==> config.mk <==
export PLATFORM = sky130hd
export DESIGN_NAME = branch_predictor
export DESIGN_NICKNAME = d
export VERILOG_FILES = /design/src/rtl/branch_predictor_pkg.sv /design/src/rtl/branch_predictor_bp_sat_counter.sv /design/src/rtl/branch_predictor.sv
export SDC_FILE = /design/constraint.sdc
export NUM_CORES = 2
export LEC_CHECK = 0
export ABC_CLOCK_PERIOD_IN_PS = 14200
export BUFFER_PORTS_ARGS = -buffer_cell sky130_fd_sc_hd__buf_2
export CORE_MARGIN = 5
export CORE_UTILIZATION = 30
export CTS_BUF_LIST = sky130_fd_sc_hd__clkbuf_8
export DETAILED_ROUTE_END_ITERATION = 8
export PLACE_DENSITY = 0.47
export SLEW_MARGIN = 15
export SYNTH_ARGS = -nofsm -noshare
export SYNTH_HDL_FRONTEND = slang
export SYNTH_SLANG_ARGS = --single-unit
export TNS_END_PERCENT = 10
==> constraint.sdc <==
create_clock -name clk -period 14.2 [get_ports clk]
set_input_delay 2.13 -clock clk [delete_from_list [all_inputs] [get_ports clk]]
set_output_delay 2.13 -clock clk [all_outputs]
set_load 0.02 [all_outputs]
==> src/rtl/branch_predictor_pkg.sv <==
// Shared 2-bit branch-history counter encodings for the fetch-side predictor.
package branch_predictor_pkg;

    typedef enum logic [1:0] {
        BP_SNT = 2'b00,
        BP_WNT = 2'b01,
        BP_WT  = 2'b10,
        BP_ST  = 2'b11
    } bp_ctr_e;

endpackage

==> src/rtl/branch_predictor_bp_sat_counter.sv <==
// Next-state cell for one 2-bit up/down saturating branch-history counter.
module bp_sat_counter
    import branch_predictor_pkg::*;
(
    input  logic [1:0] ctr,
    input  logic       taken,
    output logic [1:0] ctr_next
);

    always_comb begin
        ctr_next = ctr;
        if (taken) begin
            if (ctr != BP_ST)
                ctr_next = ctr + 2'd1;
        end else begin
            if (ctr != BP_SNT)
                ctr_next = ctr - 2'd1;
        end
    end

endmodule

==> src/rtl/branch_predictor.sv <==
// Direct-mapped BHT+BTB predictor with EX-stage training and redirect.
// Optional statistics counters are enabled by defining BRANCH_PRED_STATS_EN.
module branch_predictor
    import branch_predictor_pkg::*;
#(
    parameter int XLEN     = 32,
    parameter int IDX_BITS = 6
) (
    input  logic            clk,
    input  logic            rst_n,
    input  logic [XLEN-1:0] if_pc,
    output logic            pred_taken,
    output logic [XLEN-1:0] pred_target,
    input  logic            ex_valid,
    input  logic            ex_is_branch,
    input  logic [XLEN-1:0] ex_pc,
    input  logic            ex_taken,
    input  logic [XLEN-1:0] ex_target,
    input  logic            ex_pred_taken,
    input  logic [XLEN-1:0] ex_pred_target,
`ifdef BRANCH_PRED_STATS_EN
    output logic [31:0]     stat_branches,
    output logic [31:0]     stat_mispredicts,
`endif
    output logic            redirect_valid,
    output logic [XLEN-1:0] redirect_pc
);

    localparam int ENTRIES = 1 << IDX_BITS;
    localparam int TAG_W   = XLEN - IDX_BITS - 2;

    logic [ENTRIES-1:0] valid_q;
    logic [1:0]         ctr_q    [ENTRIES];
    logic [TAG_W-1:0]   tag_q    [ENTRIES];
    logic [XLEN-1:0]    target_q [ENTRIES];

    logic [IDX_BITS-1:0] if_idx, ex_idx;
    logic [TAG_W-1:0]    if_tag, ex_tag;
    logic                if_hit;
    logic [XLEN-1:0]     ex_pc_plus4;
    logic [1:0]          ex_ctr_next;
    logic                unused_pc_bits;

    assign if_idx = if_pc[IDX_BITS+1:2];
    assign if_tag = if_pc[XLEN-1:IDX_BITS+2];
    assign ex_idx = ex_pc[IDX_BITS+1:2];
    assign ex_tag = ex_pc[XLEN-1:IDX_BITS+2];
    assign unused_pc_bits = ^{if_pc[1:0], ex_pc[1:0]};

    // Lookup reads the registered tables, so a same-cycle update is not visible yet.
    assign if_hit      = valid_q[if_idx] && (tag_q[if_idx] == if_tag);
    assign pred_taken  = if_hit && ctr_q[if_idx][1];
    assign pred_target = pred_taken ? target_q[if_idx] : (if_pc + XLEN'(4));

    assign ex_pc_plus4 = ex_pc + XLEN'(4);

    always_comb begin
        redirect_valid = 1'b0;
        redirect_pc    = ex_pc_plus4;
        if (rst_n && ex_valid) begin
            if (ex_is_branch) begin
                if (ex_taken) begin
                    if (!ex_pred_taken || (ex_pred_target != ex_target)) begin
                        redirect_valid = 1'b1;
                        redirect_pc    = ex_target;
                    end
                end else if (ex_pred_taken) begin
                    redirect_valid = 1'b1;
                end
            end else if (ex_pred_taken) begin
                // Non-branch predicted taken: an aliased BTB entry hit it.
                redirect_valid = 1'b1;
            end
        end
    end

    bp_sat_counter u_sat_counter (
        .ctr      (ctr_q[ex_idx]),
        .taken    (ex_taken),
        .ctr_next (ex_ctr_next)
    );

    always_ff @(posedge clk or negedge rst_n) begin
        if (!rst_n) begin
            valid_q <= '0;
            for (int i = 0; i < ENTRIES; i++)
                ctr_q[i] <= BP_WNT;
        end else if (ex_valid) begin
            if (ex_is_branch) begin
                ctr_q[ex_idx] <= ex_ctr_next;
                if (ex_taken)
                    valid_q[ex_idx] <= 1'b1;
            end else if (ex_pred_taken) begin
                valid_q[ex_idx] <= 1'b0;
            end
        end
    end

    // Tag/target are only meaningful behind valid, so they carry no reset.
    always_ff @(posedge clk) begin
        if (ex_valid && ex_is_branch && ex_taken) begin
            tag_q[ex_idx]    <= ex_tag;
            target_q[ex_idx] <= ex_target;
        end
    end

`ifdef BRANCH_PRED_STATS_EN
    function automatic logic [31:0] sat_inc32(input logic [31:0] v);
        return (v == 32'hFFFF_FFFF) ? v : v + 32'd1;
    endfunction

    always_ff @(posedge clk or negedge rst_n) begin
        if (!rst_n) begin
            stat_branches    <= '0;
            stat_mispredicts <= '0;
        end else if (ex_valid && ex_is_branch) begin
            stat_branches <= sat_inc32(stat_branches);
            if (redirect_valid)
                stat_mispredicts <= sat_inc32(stat_mispredicts);
        end
    end
`endif

endmodule

# Word level (Yosys, flattened, before mapping)
# Memory sizes are Yosys's and may differ from the RTL's.
# Cells that the tools add are included.
classes:
  add_sub_neg: 4
  n_lt_le_gt_ge: 6
  eq_ne: 4
  mux: 31
  bitwise_logic: 5
  reduce_logical: 13
op_table:
  columns: ["operator", "n"]
  rows:
  - ["64-bit two-way mux", 3]
  - ["32-bit two-way mux", 5]
  - ["128-bit bitwise mux", 1]
  - ["32-bit by 3-bit adder with 32-bit output (second input constant)", 2]
  - ["64-bit AND", 1]
  - ["64-bit inverter", 1]
  - ["64-bit OR", 1]
  - ["32-bit != test", 1]
  - ["2-bit binary-select mux with 6-bit select", 2]
  - ["24-bit equality test", 1]
  - ["2-bit two-way mux", 8]
  - ["7-bit >= comparator (second input constant)", 2]
  - ["6-bit by 7-bit < comparator with 1-bit output (second input constant)", 2]
  - ["6-bit inverter with 7-bit output", 2]
  - ["2-bit demux with 6-bit select", 1]
  - ["1-bit two-way mux", 9]
  - ["1-bit logical AND", 7]
  - ["7-bit by 1-bit < comparator with 1-bit output (second input constant)", 1]
  - ["1-bit binary-select mux with 6-bit select", 1]
  - ["1-bit demux with 6-bit select", 1]
  - ["6-bit by 1-bit >= comparator with 1-bit output (second input constant)", 1]
  - ["2-bit nonzero test", 2]
  - ["3-bit AND reduction", 1]
  - ["2-bit by 1-bit adder with 2-bit output (second input constant)", 1]
  - ["other kinds (6)", 6]
word_totals:
  regBits: 192
  ramBits: 3584
  input_bits: 134
  out_inout_bits: 66
  mem_count: 2
mem_list:
  columns: ["memory", "words", "word_bits", "rd", "rd_ports_with_merged_regs", "wr", "line_no", "rtl"]
  rows:
  - ["target_q", 64, 32, 1, 0, 1, "branch_predictor.sv:35", "logic [XLEN-1:0] target_q [ENTRIES];"]
  - ["tag_q", 64, 24, 1, 0, 1, "branch_predictor.sv:34", "logic [TAG_W-1:0] tag_q [ENTRIES];"]

# Longest topological paths before layout
depth:
  ltp_word: 8
  ltp_mapped: 18
  ltp_nobuf: 10

# Modules after synthesis
# A second synthesis with hierarchy kept.
hier_totals:
  hier_cells: 6774
  area_unflattened_um2: 148588.8
modules_own_cells:
  columns: ["module", "instances", "cells_per_inst", "area_each_um2", "seq_area_each_um2"]
  rows:
  - ["branch_predictor", 1, 6771, 148562.5, 112507.9]
  - ["bp_sat_counter", 1, 3, 26.3, 0.0]

# Worst setup path after synthesis
# No wires, ideal clock.
synth_path:
  path_type: "input to output"
  from: "input if_pc[5]"
  to: "output pred_target[10]"
  t_arrival_ns: 5.519
  required_time_ns: 12.070
  slack_ns: 6.551
  stages: 11
  path_buffers: 7
  cell_sequence: "clkbuf_1 -> buf_2 -> inv_2 -> buf_2 -> buf_2 -> buf_2 -> clkbuf_1 -> buf_1 -> mux4_2 -> mux4_2 -> mux2_4"
synth_between:
  elab_chain_cells: 6
  elab_cells_between_ends: 13
  classes_between: "add/sub: 1; eq/ne: 1; mux: 6; bitwise: 1; reduce/logical: 2; memory: 2"
synth_rtl:
  columns: ["item", "line_no", "rtl"]
  rows:
  - ["start, declared", "branch_predictor.sv:11", "input logic [XLEN-1:0] if_pc,"]
  - ["parallel branches: the longest is 5 deep, another holds memory read 64 x 24 bit", null, null]
  - ["32-bit two-way mux (*)", "branch_predictor.sv:53", "assign pred_target = pred_taken ? target_q[if_idx] : (if_pc + XLEN'(4));"]
  - ["end, declared", "branch_predictor.sv:13", "output logic [XLEN-1:0] pred_target,"]
# Every way passes the cells marked *. The select of a mux whose other input is x is not followed.

# Final worst setup path
layout_path:
  from: "input if_pc[5]"
  to: "output pred_target[3]"
# Same word-level chain as after synthesis.

==> impl_metrics.py <==
metrics = {
    "outcome": {
        "status": "finished, final reports clean",
    },
    "run": {
        "drv_cap": 0,
    },
    "timing": {
        "period_minus_slack_ns": 10.55,
        "period_share_pct": 74.3,
        "clock_skew_ns": 0.0379,
        "hold_violations": 0,
        "slew_headroom_pct": 11.3,
        "totalNegativeSetupSlack_ns": 0,
        "setup_violations": 0,
        "worstMarginPinSlew_ns": 1.33,
        "drv_slew": 0,
        "fmaxAchievable_mhz": 94.8,
        "rsz0062_at_grt": "no",
    },
    "synth": {
        "synth_area_leaders": "edfxtp_1 72%, mux4_2 15%, dfrtp_1 2.2%, dfstp_2 1.1%, mux2_2 0.86%",
        "synth_top_area_share_pct": 72.4,
        "synth_nets": 6966,
        "postSynthRegisterBits": 3776,
        "synthArstFlopShare_pct": 5.08,
        "yosysWarnings": 0,
        "avgSynthCellArea_um2": 21.8,
        "synthCells": 6830,
        "synth_cell_type_count": 81,
        "synthesis.area_um2": 149000,
        "synth_largest_area_cell": "edfxtp_1",
        "ys_seq_area_share_pct": 75.6,
        "synth_edf_count": 3584,
        "ys_dominant_reg_cell": "edfxtp_1",
    },
    "critical_path": {
        "crit_type": "input pin to output port",
        "crit_required_ns": 12.07,
        "worstSetupEndpointType": "output port",
        "crit_top_cell": "buf_4",
        "cp-start-kind": "input pin",
        "max_stage_delay_ns": 1.02,
        "worst_ep_arrival_time_ns": 8.42,
        "slowest_stage": "and4_4",
        "crit_fanout": 43,
        "cp_cell_sequence": "buf_6, buf_4, and2_2, buf_4, a221oi_1, o221ai_1, xor2_1, or4b_1, nor4_1, and4_4, mux2_4, buf_2",
    },
    "global_route": {
        "grt_overflow": 0,
        "grt_pass1_vias": 80083,
        "track_usage_pct": 20.8,
        "grt_pass1_wl_um": 726000,
        "antenna_found_initial": 49,
        "grt_start_max_net_pins": 129,
    },
    "cells_and_area": {
        "drive_gt1_share_pct": 31.3,
        "seqCellArea_um2": 113000,
        "final_nets": 7703,
        "num-fill-cells": 46258,
        "fin_util_pct": 34.4,
        "multi_input_area_um2": 34400,
        "syn_to_final_growth_pct": 14.1,
    },
    "clocking": {
        "cts-root-buf": "clkbuf_8",
        "postCtsSetupBuffers": 0,
        "insertion_delay_ns": 1.24,
        "cts_tree": "done",
        "h-tree-depth": 6,
        "cts.sinks": 3776,
        "postCtsHoldBufs": 0,
        "clock_path_buffers": 4,
        "clk_pin_slew_ns": 0.06,
        "cts_resized": 0,
        "cts_buffers": 628,
    },
    "route": {
        "finalWirelength_um": 545000,
        "drt_first_pass_iters": 6,
        "drc_errors": 0,
        "routed_via_density": 5.49,
        "wl_per_cell_um": 37.5,
        "antenna_left": 0,
        "initialDrtViolationCount": 11246,
        "vias": 79800,
    },
    "floorplan": {
        "core-area_um2": 494000,
        "die_h_um": 714,
        "die_area_um2": 510000,
        "start_util_pct": 30.1,
        "die_x_um": 714,
        "ioPinCount": 200,
        "std_cell_rows": 258,
    },
    "place": {
        "io_buffer_count": 199,
        "place.gp.congestion": 0.870,
        "dp_hpwl_um": 307000,
    },
    "pwr": {
        "seq_power_share_pct": 54.7,
        "power_leakage_nw": 53.9,
        "internal_power_mw": 17.1,
        "swShare_pct": 24.0,
        "ir_drop_mv": 0.0994,
        "power_switching_mw": 5.42,
        "combPwrFrac_pct": 6.2,
        "p_clk_share_pct": 39.1,
        "power_density_nw_per_um2": 133,
    },
    "min_path": {
        "hold_path.class": "flop to flop",
    },
}
-- worst max-delay path: cells and delay by family --
family / cells / cell delay (ns)
AOI/OAI and AO/OA: 2 / 1.07
xor gates and xnor gates: 1 / 0.20
buffers and inverters: 4 / 1.96
muxes: 1 / 0.36
and+or+nand+nor: 4 / 2.56
-- worst paths after layout --
kind | cells after the start | slack, ns | to | from
worst max-delay path | 12 | 3.65 | pred_target[3] | if_pc[5]
worst min-delay path | 1 | 0.51 | flop | flop
worst max register to register | 9 | 10.57 | ctr_q[79]$_DFFE_PN0P_ | ctr_q[47]$_DFFE_PN0P_
worst min register to register | 1 | 0.51 | flop | flop
max in group asynchronous | 2 | 11.90 | async pin | rst_n
min in group asynchronous | 1 | 0.87 | async pin | rst_n
-- layout by cell type, fill, tap and decap left out, drive strengths merged, types with 125 or more instances in the layout --
master and count:
buf 496, clkbuf 657, dfrtp 128, mux2i 125, inv 241, edfxtp 3584, nand2 175, mux2 145
clkinv 175, nor2 311, mux4 1015, a21oi 138
-- registers in the layout (all words and copies together), names as in the netlist, named ones only --
name	count
tag_q	1536
target_q	2048
ctr_q	128
-- routing by layer --
layer / part of all wire (%) / global-route usage, %
met5: 0.021 / 0
met4: 3.1 / 6.21
met3: 8.8 / 4.34
met2: 46 / 32.6
met1: 42 / 29.3
-- cell families (layout without fill, tap and decap cells) --
| family | Yosys count | in the layout | share of synthesized area (%) |
|---|---|---|---|
| other cells | 0 | 15 | 0 |
| xor+xnor | 117 | 117 | 0.689 |
| mux | 1285 | 1285 | 17.5 |
| compound gates | 530 | 530 | 2.33 |
| fa+ha+maj | 4 | 4 | 0.0303 |
| flops | 3776 | 3776 | 75.6 |
| buf+inv | 398 | 1586 | 1.62 |
| simple gates | 720 | 720 | 2.18 |
-- cell usage after synthesis (47+ instances only) --
cell,instances
edfxtp_1,3584
mux4_2,968
nor2_1,310
nand2_1,175
a21oi_1,138
clkbuf_1,131
dfrtp_1,128
mux2i_1,125
mux2_2,113
buf_2,111
o21ai_0,106
a22oi_1,77
nand3_1,74
xnor2_1,72
dfstp_2,64
buf_4,51
mux4_1,47
-- cell type report --
cell class	count	area share [%]
sequential	3776	66.3
clock inverter	425	1.19
antenna	15	0.0221
multi-input combinational	2656	20.3
clock buffer	656	5.32
inverter	8	0.0236
timing repair buffer	497	2.08
tap	6500	4.79
-- per-stage QoR --
stage                     cell area (um^2)  cells  total power [mW]  hold slack [ns]  setup slack [ns]
after floorplan                     149000   6830              13.3            0.467              6.55
after global placement              159000  13435              13.9            0.485              3.60
after detailed placement            159000  13437              14.0            0.496              3.72
after CTS                           170000  14518              22.8            0.509              3.71
after global routing                170000  14519              23.3            0.526              3.39
final                               170000  14533              22.5            0.506              3.65
-- power groups by stage --
| stage | clock network, mW | logic [mW] | registers [mW] |
|---|---|---|---|
| final | 8.82 | 1.39 | 12.3 |
| after global routing | 9.55 | 1.46 | 12.3 |
| after CTS | 9.02 | 1.40 | 12.3 |
| after detailed placement | 0 | 1.40 | 12.6 |
| after global placement | 0 | 1.38 | 12.6 |
| after floorplan | 0 | 0.734 | 12.5 |
(Power assumes the default switching activity.)
